### src/rtl/instr_mem_boot_fetch_if.sv
// rtl/instr_mem_boot_fetch_if.sv - fetch, runtime-write and status signals of the boot-loaded instruction memory
interface instr_mem_boot_fetch_if #(
    parameter int DATA_W = 16,
    parameter int ADDR_W = 4
);
    logic              fetch_req;
    logic [ADDR_W-1:0] fetch_addr;
    logic              fetch_ready;
    logic [DATA_W-1:0] Q;
    logic              q_valid;
    logic              Wren;
    logic [ADDR_W-1:0] wr_addr;
    logic [DATA_W-1:0] Din;
    logic              boot_done;
    logic              parity_err;

    modport master (
        output fetch_req, fetch_addr, Wren, wr_addr, Din,
        input  fetch_ready, Q, q_valid, boot_done, parity_err
    );

    modport slave (
        input  fetch_req, fetch_addr, Wren, wr_addr, Din,
        output fetch_ready, Q, q_valid, boot_done, parity_err
    );
endinterface

### src/rtl/instr_mem_boot_fetch.sv
// rtl/instr_mem_boot_fetch.sv - instruction memory loaded by a boot FSM, 1-cycle req/valid fetch port
// Optional stored even parity per word is enabled by defining INSTR_MEM_PARITY_EN.
module instr_mem_boot_fetch #(
    parameter int DATA_W = 16,
    parameter int ADDR_W = 4
) (
    input  logic                   Clock,
    input  logic                   Reset,
    instr_mem_boot_fetch_if.slave  bus
);
    localparam int DEPTH = 1 << ADDR_W;

    if (DATA_W < 16) begin : g_bad_data_w
        $error("instr_mem_boot_fetch: DATA_W must be >= 16");
    end
    if (ADDR_W < 3) begin : g_bad_addr_w
        $error("instr_mem_boot_fetch: DEPTH must be >= 8");
    end

    typedef enum logic {INIT, RUN} state_t;

    state_t            state, state_next;
    logic [ADDR_W-1:0] cnt, cnt_next;
    logic              boot_we;
    logic              boot_last;
    logic [DATA_W-1:0] boot_data;
    logic              run;
    logic              fetch_go, wr_go, fwd;
    logic              mem_we;
    logic [ADDR_W-1:0] mem_wa;
    logic [DATA_W-1:0] mem_wd;
    logic [DATA_W-1:0] mem [DEPTH];
    logic [DATA_W-1:0] q_r;
    logic              q_valid_r;
    logic              boot_done_r;

    function automatic logic [15:0] boot16(input logic [ADDR_W-1:0] a);
        case (int'(a))
            0:       return 16'h40A0;
            1:       return 16'h6000;
            2:       return 16'h8081;
            3:       return 16'h60A2;
            4:       return 16'hA081;
            5, 6:    return 16'h40A0;
            default: return 16'h0000;
        endcase
    endfunction

    always_ff @(posedge Clock) begin
        if (Reset) begin
            state <= INIT;
            cnt   <= '0;
        end else begin
            state <= state_next;
            cnt   <= cnt_next;
        end
    end

    always_comb begin
        state_next = state;
        cnt_next   = cnt;
        boot_we    = 1'b0;
        boot_last  = (cnt == {ADDR_W{1'b1}});
        boot_data  = DATA_W'(boot16(cnt));
        case (state)
            INIT: begin
                boot_we  = 1'b1;
                cnt_next = cnt + ADDR_W'(1);
                if (boot_last) state_next = RUN;
            end
            RUN: ;
            default: state_next = INIT;
        endcase
    end

    // Fetch and runtime writes only exist in RUN; INIT owns the write port.
    assign run      = (state == RUN);
    assign fetch_go = run & bus.fetch_req;
    assign wr_go    = run & bus.Wren;
    assign fwd      = fetch_go & wr_go & (bus.wr_addr == bus.fetch_addr);
    assign mem_we   = boot_we | wr_go;
    assign mem_wa   = boot_we ? cnt : bus.wr_addr;
    assign mem_wd   = boot_we ? boot_data : bus.Din;

    always_ff @(posedge Clock) begin
        if (!Reset && mem_we) mem[mem_wa] <= mem_wd;
    end

    always_ff @(posedge Clock) begin
        if (Reset) begin
            q_r         <= '0;
            q_valid_r   <= 1'b0;
            boot_done_r <= 1'b0;
        end else begin
            q_valid_r <= fetch_go;
            if (fetch_go) q_r <= fwd ? bus.Din : mem[bus.fetch_addr];
            if (boot_we && boot_last) boot_done_r <= 1'b1;
        end
    end

`ifdef INSTR_MEM_PARITY_EN
    logic par [DEPTH];
    logic perr_r;

    always_ff @(posedge Clock) begin
        if (!Reset && mem_we) par[mem_wa] <= ^mem_wd;
    end

    // Forwarded data never went through storage, so it is never checked.
    always_ff @(posedge Clock) begin
        if (Reset) perr_r <= 1'b0;
        else       perr_r <= fetch_go & ~fwd & ((^mem[bus.fetch_addr]) ^ par[bus.fetch_addr]);
    end

    assign bus.parity_err = perr_r;
`else
    assign bus.parity_err = 1'b0;
`endif

    assign bus.fetch_ready = run;
    assign bus.Q           = q_r;
    assign bus.q_valid     = q_valid_r;
    assign bus.boot_done   = boot_done_r;
endmodule
### src/flat_wrapper.sv
// flat-port wrapper written by rule: the top's interface ports become plain ports
module instr_mem_boot_fetch_flat 
#(
    parameter int DATA_W = 16,
    parameter int ADDR_W = 4
)
  (Clock, Reset, bus_fetch_req, bus_fetch_addr, bus_Wren, bus_wr_addr, bus_Din, bus_fetch_ready, bus_Q, bus_q_valid, bus_boot_done, bus_parity_err);
  instr_mem_boot_fetch_if #(.DATA_W(DATA_W), .ADDR_W(ADDR_W)) bus_i ();
  input  logic Clock;
  input  logic Reset;
  input wire logic [$bits(bus_i.fetch_req)-1:0] bus_fetch_req;
  input wire logic [$bits(bus_i.fetch_addr)-1:0] bus_fetch_addr;
  input wire logic [$bits(bus_i.Wren)-1:0] bus_Wren;
  input wire logic [$bits(bus_i.wr_addr)-1:0] bus_wr_addr;
  input wire logic [$bits(bus_i.Din)-1:0] bus_Din;
  output wire logic [$bits(bus_i.fetch_ready)-1:0] bus_fetch_ready;
  output wire logic [$bits(bus_i.Q)-1:0] bus_Q;
  output wire logic [$bits(bus_i.q_valid)-1:0] bus_q_valid;
  output wire logic [$bits(bus_i.boot_done)-1:0] bus_boot_done;
  output wire logic [$bits(bus_i.parity_err)-1:0] bus_parity_err;
  assign bus_i.fetch_req = bus_fetch_req;
  assign bus_i.fetch_addr = bus_fetch_addr;
  assign bus_i.Wren = bus_Wren;
  assign bus_i.wr_addr = bus_wr_addr;
  assign bus_i.Din = bus_Din;
  assign bus_fetch_ready = bus_i.fetch_ready;
  assign bus_Q = bus_i.Q;
  assign bus_q_valid = bus_i.q_valid;
  assign bus_boot_done = bus_i.boot_done;
  assign bus_parity_err = bus_i.parity_err;
  instr_mem_boot_fetch #(.DATA_W(DATA_W), .ADDR_W(ADDR_W)) u_core (.Clock(Clock), .Reset(Reset), .bus(bus_i));
endmodule
### config.mk
export PLATFORM = sky130hd
export DESIGN_NAME = instr_mem_boot_fetch_flat
export DESIGN_NICKNAME = d
export VERILOG_FILES = /design/src/rtl/instr_mem_boot_fetch_if.sv /design/src/rtl/instr_mem_boot_fetch.sv /design/src/flat_wrapper.sv
export SDC_FILE = /design/constraint.sdc
export NUM_CORES = 1
export LEC_CHECK = 0
export ABC_AREA = 1
export BUFFER_PORTS_ARGS = -buffer_cell sky130_fd_sc_hd__buf_4
export CAP_MARGIN = 10
export CORE_UTILIZATION = 25
export CTS_BUF_LIST = sky130_fd_sc_hd__clkbuf_2 sky130_fd_sc_hd__clkbuf_4 sky130_fd_sc_hd__clkbuf_8
export DETAILED_ROUTE_END_ITERATION = 7
export HOLD_SLACK_MARGIN = 0.1
export SKIP_LAST_GASP = 1
export SLEW_MARGIN = 20
export SYNTH_ARGS = -nofsm -noshare
export SYNTH_HDL_FRONTEND = slang
export SYNTH_SLANG_ARGS = --single-unit
### constraint.sdc
create_clock -name Clock -period 2.5 [get_ports Clock]
set_clock_uncertainty 0.1 [all_clocks]
set_input_delay 0.375 -clock Clock [delete_from_list [all_inputs] [get_ports Clock]]
set_output_delay 0.375 -clock Clock [all_outputs]
set_load 0.005 [all_outputs]
After elaboration in Yosys (flattened, before gate mapping)

Memories as Yosys holds them, arrays and structs flattened. A register that Yosys moved wholly into a read port is not among the register bits.
Index checks and enable logic that the tools add are counted.

Register bits: 7
Bits in writable memories: 256
Input bits: 28
Memories kept: 1
Word-level logic and storage cells: 29
Output and inout bits: 20

Add/sub/neg operators: 1
Eq/ne operators: 7
Mux-type cells: 8
Reductions and logical operators: 5
Bitwise gates (word level): 3

Memory list:

| memory     | depth | width | rd ports | clocked after memory_dff | write ports | line                       | source |
|---|---|---|---|---|---|---|---|
| u_core.mem | 16    | 16    | 1        | 1                        | 1           | instr_mem_boot_fetch.sv:32 | `logic [DATA_W-1:0] mem [DEPTH];` |

Operators with widths:

| operator                                      | number |
|---|---|
| one-hot mux 16 bit (5 select lines)           | 1 |
| two-way mux 16 bit                            | 1 |
| == test 4 x 3 -> 1 bit, second input constant | 3 |
| == test 4 x 2 -> 1 bit, second input constant | 2 |
| two-way mux 1 bit                             | 5 |
| adder 4 x 1 -> 4 bit, second input constant   | 1 |
| == test 4 x 1 -> 1 bit, second input constant | 1 |
| == test 4 bit, second input constant          | 1 |
| zero test 4 bit                               | 1 |
| two-way mux 4 bit                             | 1 |
| OR reduction 3 bit                            | 1 |
| bitwise AND 1 bit                             | 2 |
| logical AND 1 bit                             | 2 |
| zero test 1 bit                               | 1 |
| OR 1 bit                                      | 1 |

Logic depth before layout (Yosys ltp)

Depth in word-level cells: 5
Depth in mapped cells: 13
Gate-level depth less buffers: 12

Worst setup path after synthesis

OpenSTA, ideal clock, no wires.

Path type: reg2reg
Start: register u_core.state, in the netlist u_core.bus.fetch_ready
End: memory u_core.mem[10][0] (enable)
Required time: 2,012 ps
Data arrival time: 1,709 ps
Library setup time: 388 ps
Setup slack: 303 ps
Path buffers: 1
Stages on the path, launching flop included: 9
Period minus slack after synthesis: 2,197 ps
Cells stage by stage: dfxtp_1 buf_6 inv_6 nand2_1 nand2_1 inv_1 nor3_1 nand2_1 nor2_1

Word-level cells in the longest chain between the ends: 5
Elaborated cells on any way between the ends: 7
Classes of those cells: mux: 4; bitwise: 2; reduce/logical: 1

Ends and longest elaborated chain:

| item                                                          | line                                                   | source |
|---|---|---|
| start: declaration                                            | instr_mem_boot_fetch.sv:22                             | `state_t state, state_next;` |
| start signal: assignment                                      | instr_mem_boot_fetch.sv:54                             | `state <= state_next;` |
| two-way mux 1 bit / bitwise AND 1 bit (equally long branches) | instr_mem_boot_fetch.sv:65, instr_mem_boot_fetch.sv:79 |  |
| OR 1 bit                                                      | instr_mem_boot_fetch.sv:81                             | `assign mem_we = boot_we \| wr_go;` |
| logical AND 1 bit                                             | instr_mem_boot_fetch.sv:86                             | `if (!Reset && mem_we) mem[mem_wa] <= mem_wd;` |
| two-way mux 1 bit                                             | instr_mem_boot_fetch.sv:86                             |  |
| two-way mux 1 bit (not written as such)                       | instr_mem_boot_fetch.sv:86                             |  |
| end: declaration                                              | instr_mem_boot_fetch.sv:32                             |  |

Parallel ways exist; a longest one is shown, timed or not.

Worst setup path after layout

Start: register u_core.cnt[0]
End: memory u_core.mem[10][0], data pin

Word-level cells in the longest chain between the ends: 4
Elaborated cells on any way between the ends: 10
Classes of those cells: eq/ne: 6; mux: 2; reduce/logical: 2

Ends and longest elaborated chain:

| item                                                             | line                       | source |
|---|---|---|
| start: declaration                                               | instr_mem_boot_fetch.sv:23 | `logic [ADDR_W-1:0] cnt, cnt_next;` |
| start signal: assignment                                         | instr_mem_boot_fetch.sv:55 | `cnt <= cnt_next;` |
| == test 4 x 3 -> 1 bit / zero test 4 bit (equally long branches) | instr_mem_boot_fetch.sv:38 | `case (int'(a))` |
| OR reduction 3 bit (no line)                                     | --                         |  |
| one-hot mux 16 bit (5 select lines) (*)                          | instr_mem_boot_fetch.sv:38 |  |
| two-way mux 16 bit (*)                                           | instr_mem_boot_fetch.sv:83 | `assign mem_wd = boot_we ? boot_data : bus.Din;` |
| via u_core.mem_wd[0]                                             | instr_mem_boot_fetch.sv:31 | `logic [DATA_W-1:0] mem_wd;` |

The timed path passes the listed nets; every way through them passes the cells marked *.

==> impl_metrics.csv <==
group,metric,value,unit
power,leakagePower,0.00598,uW
global_route,gr-usage-all-layers,13.1,%
floorplanning,die_area,50100,sq um
floorplanning,die_h,224,um
global_route,antenna_found_initial,0,
worst_setup_path,crit_path_end_kind,"flip-flop",
worst_hold_path,hold_end,"u_core.bus.Q[9]$_SDFFE_PP0P_",
worst_setup_path,cp-start-kind,"flip-flop",
logic_synthesis,synth_top_flop_cell,"edfxtp_1",
sta,tightest_slew,0.696,ns
detailed_routing,first_iter_violations,950,
worst_setup_path,slowest_delay,0.46,ns
worst_setup_path,reg2reg_depth,6,
sta,maxSlewViolCount,0,
cts,cts_buffer_depth,3,
sta,rsz0062_at_grt,"no",
detailed_routing,ant_nets,0,
sta,finalHoldViolations,0,
worst_setup_path,crit_chain,"inv_1 > ha_1 > nand2_1 > nand2_1 > a21boi_0 > inv_1",
worst_setup_path,crit_fanout,16,
cells_and_area,diodes,0,
detailed_routing,vias_per_cell,4.40,
cells_and_area,final_common_cell,"nand2_1",
cells_and_area,seqCellArea,8150,sq um
cells_and_area,fill_cells,4960,
logic_synthesis,synth_cell_type_count,30,
floorplanning,ioPinCount,48,
cts,path_clk_slew,0.06,ns
placed_design,gp_congestion,0.856,
worst_setup_path,worst_path_max_delay_cell,"inv_1",
placed_design,port_buffers,46,
cts,cts_tree,"built",
floorplanning,core,48100,sq um
cells_and_area,layoutNonFillerInstCount,1997,
cts,clock-sinks,279,
cts,clock_latency,0.56,ns
logic_synthesis,syn_nets,1258,
detailed_routing,drt_first_pass_iters,5,
floorplanning,die_w,224,um
cells_and_area,layout_common_cells,"nand2_1, edfxtp_1, nand3_1",
logic_synthesis,ys_seq_area_share,66.2,%
detailed_routing,vias,8795,
sta,max_freq,0.432,GHz
worst_setup_path,cp.arrival,2.38,ns
global_route,grt.overflow.total,0,
cells_and_area,area_growth,18.7,%
worst_setup_path,r2r_end,"u_core.mem[10][0]$_DFFE_PP_",
cells_and_area,final_nets,1340,
global_route,grt_max_degree,96,
sta,fin_crit_sh,92.7,%
status,outcome,"finished, final reports clean",
cts,htree_num_levels,2,
worst_setup_path,critPathKind,"flip-flop to flip-flop",
sta,setup_viol,0,
worst_hold_path,hold_depth,5,
placed_design,dp.cells,1915,
logic_synthesis,yosys_warnings,0,
job,maxCapViolCount,0,
power,ir_drop,329,uV
cells_and_area,multi_input_area,3210,sq um
worst_setup_path,required,2.56,ns
worst_setup_path,r2r_slack,0.18,ns
worst_setup_path,r2r-start,"u_core.cnt[0]$_SDFFE_PP0N_",
global_route,grt_pass1_wl,50700,um
floorplanning,start_util,25.6,%
detailed_routing,wl_per_cell,16.3,um
cts,cts_buffers,46,
cells_and_area,drive_gt1_share,15.1,%
logic_synthesis,syn_avg_cell_area,10.0,sq um
logic_synthesis,ys_ff_latch,279,
sta,timing.setup.tns,0,ns
logic_synthesis,synth_edf_count,256,
logic_synthesis,syn_inst,1226,
worst_hold_path,hp-start,"bus_Din[9]",
sta,post-route-min-period,2.32,ns
logic_synthesis,syn_area,12300,sq um
global_route,grt_pass1_vias,8458,
detailed_routing,totalWireLength,32600,um
worst_hold_path,hp-class,"input port to flip-flop",
sta,slew_headroom,53.6,%
cts,cts_root_buf,"clkbuf_8",
power,power_density,666,nW/um^2
logic_synthesis,async_flop_share,0,%
floorplanning,rows,80,
placed_design,hpwl,21000,um
detailed_routing,drc_errors,0,
## Yosys cell counts (7+ instances only)
master | n | area (sq um)
a21oi_1 | 21 | 105
buf_1 | 14 | 52.6
buf_2 | 24 | 120
clkbuf_1 | 24 | 90.1
dfxtp_1 | 23 | 460
edfxtp_1 | 256 | 7690
inv_1 | 176 | 661
nand2_1 | 326 | 1220
nand3_1 | 187 | 936
nand3_2 | 7 | 70.1
nand4_1 | 14 | 87.6
nor2_1 | 81 | 304
o211ai_1 | 8 | 60.1
o21ai_0 | 35 | 175
## report_power, final
group	internal [uW]	total (uW)	leakage [uW]	switching, uW
Clock	1930	3720	0.000446	1790
Combinational	227	794	0.00291	568
Sequential	5180	5200	0.00262	18.8
## sequential cells by signal (all words and copies together) (netlist names)
signal                  cells
u_core.bus.boot_done        1
u_core.bus.q_valid          1
u_core.mem                256
u_core.bus.Q               16
u_core.cnt                  4
u_core.bus.fetch_ready      1
## worst max-delay path: cells and delay by family (launching register included)
family	cells	cell delay, ns
buffers and inverters	2	0.59
DFF	1	0.42
AOI/OAI and AO/OA	1	0.40
adders and majority gates	1	0.22
and+or+nand+nor	2	0.18
## area by class of cell
cell class / count / area share (%)
clock buffers: 60 / 5.06
inverters: 180 / 4.67
flip-flops and latches: 279 / 55.8
well taps: 656 / 5.62
clock inverters: 21 / 0.737
repair buffers: 100 / 6.10
multi-input cells: 701 / 22.0
## layer usage
metal / up-vias / share of wire, % / global-route usage (%)
met3: 53 / 6.3 / 2.02
met1: 4220 / 45 / 18.0
met5: - / 0 / 0
li1: 4209 / - / -
met2: 313 / 47 / 21.4
met4: 0 / 2.2 / 3.84
## through the flow
stage                     instance area [sq um]  utilization [%]  worst slack (ns)  total power (uW)  hold WS [ns]
after floorplan                           12300                -             0.303              5760         0.361
after global placement                    13700             28.5             0.305              6070         0.361
after detailed placement                  13700             28.5             0.282              6080         0.356
after CTS                                 14600             30.3             0.231              9820         0.121
after global routing                      14600             30.3            0.0695             10100         0.170
final                                     14600             30.3             0.183              9720         0.155
## cells by family (layout without fill, tap and decap cells)
logic type,after synthesis,count (layout),share of synthesized area [%]
buffers and inverters,246,361,8.00
DFF,279,279,66.2
and+or+nand+nor,626,626,22.1
adders and majority gates,4,4,0.407
xor gates and xnor gates,1,1,0.224
AOI/OAI and AO/OA,69,69,3.05
other,1,1,0.0305
## worst max path at each step
stage / slack [ns] / end / from
CTS: 0.23 / u_core.mem[10][0]$_DFFE_PP_ / u_core.cnt[0]$_SDFFE_PP0N_
finish: 0.18 / u_core.mem[10][0]$_DFFE_PP_ / u_core.cnt[0]$_SDFFE_PP0N_
floorplan: 0.30 / u_core.mem[10][0]$_DFFE_PP_ / u_core.bus.fetch_ready$_SDFF_PP0_
global placement: 0.30 / u_core.mem[10][12]$_DFFE_PP_ / u_core.bus.fetch_ready$_SDFF_PP0_
global route: 0.07 / u_core.mem[11][12]$_DFFE_PP_ / u_core.bus.fetch_ready$_SDFF_PP0_
detailed placement: 0.28 / u_core.bus.Q[12]$_SDFFE_PP0P_ / bus_fetch_addr[0]
## what timing repair did
| action | 4_1_cts | 5_1_grt |
|---|---|---|
| setup buffers | 0 | 0 |
| resized for setup | 0 | 0 |
| hold buffers | 1 | 0 |
| endpoints found under the hold margin | 17 | 0 |
Note: power is estimated with default switching activity, not from simulation.
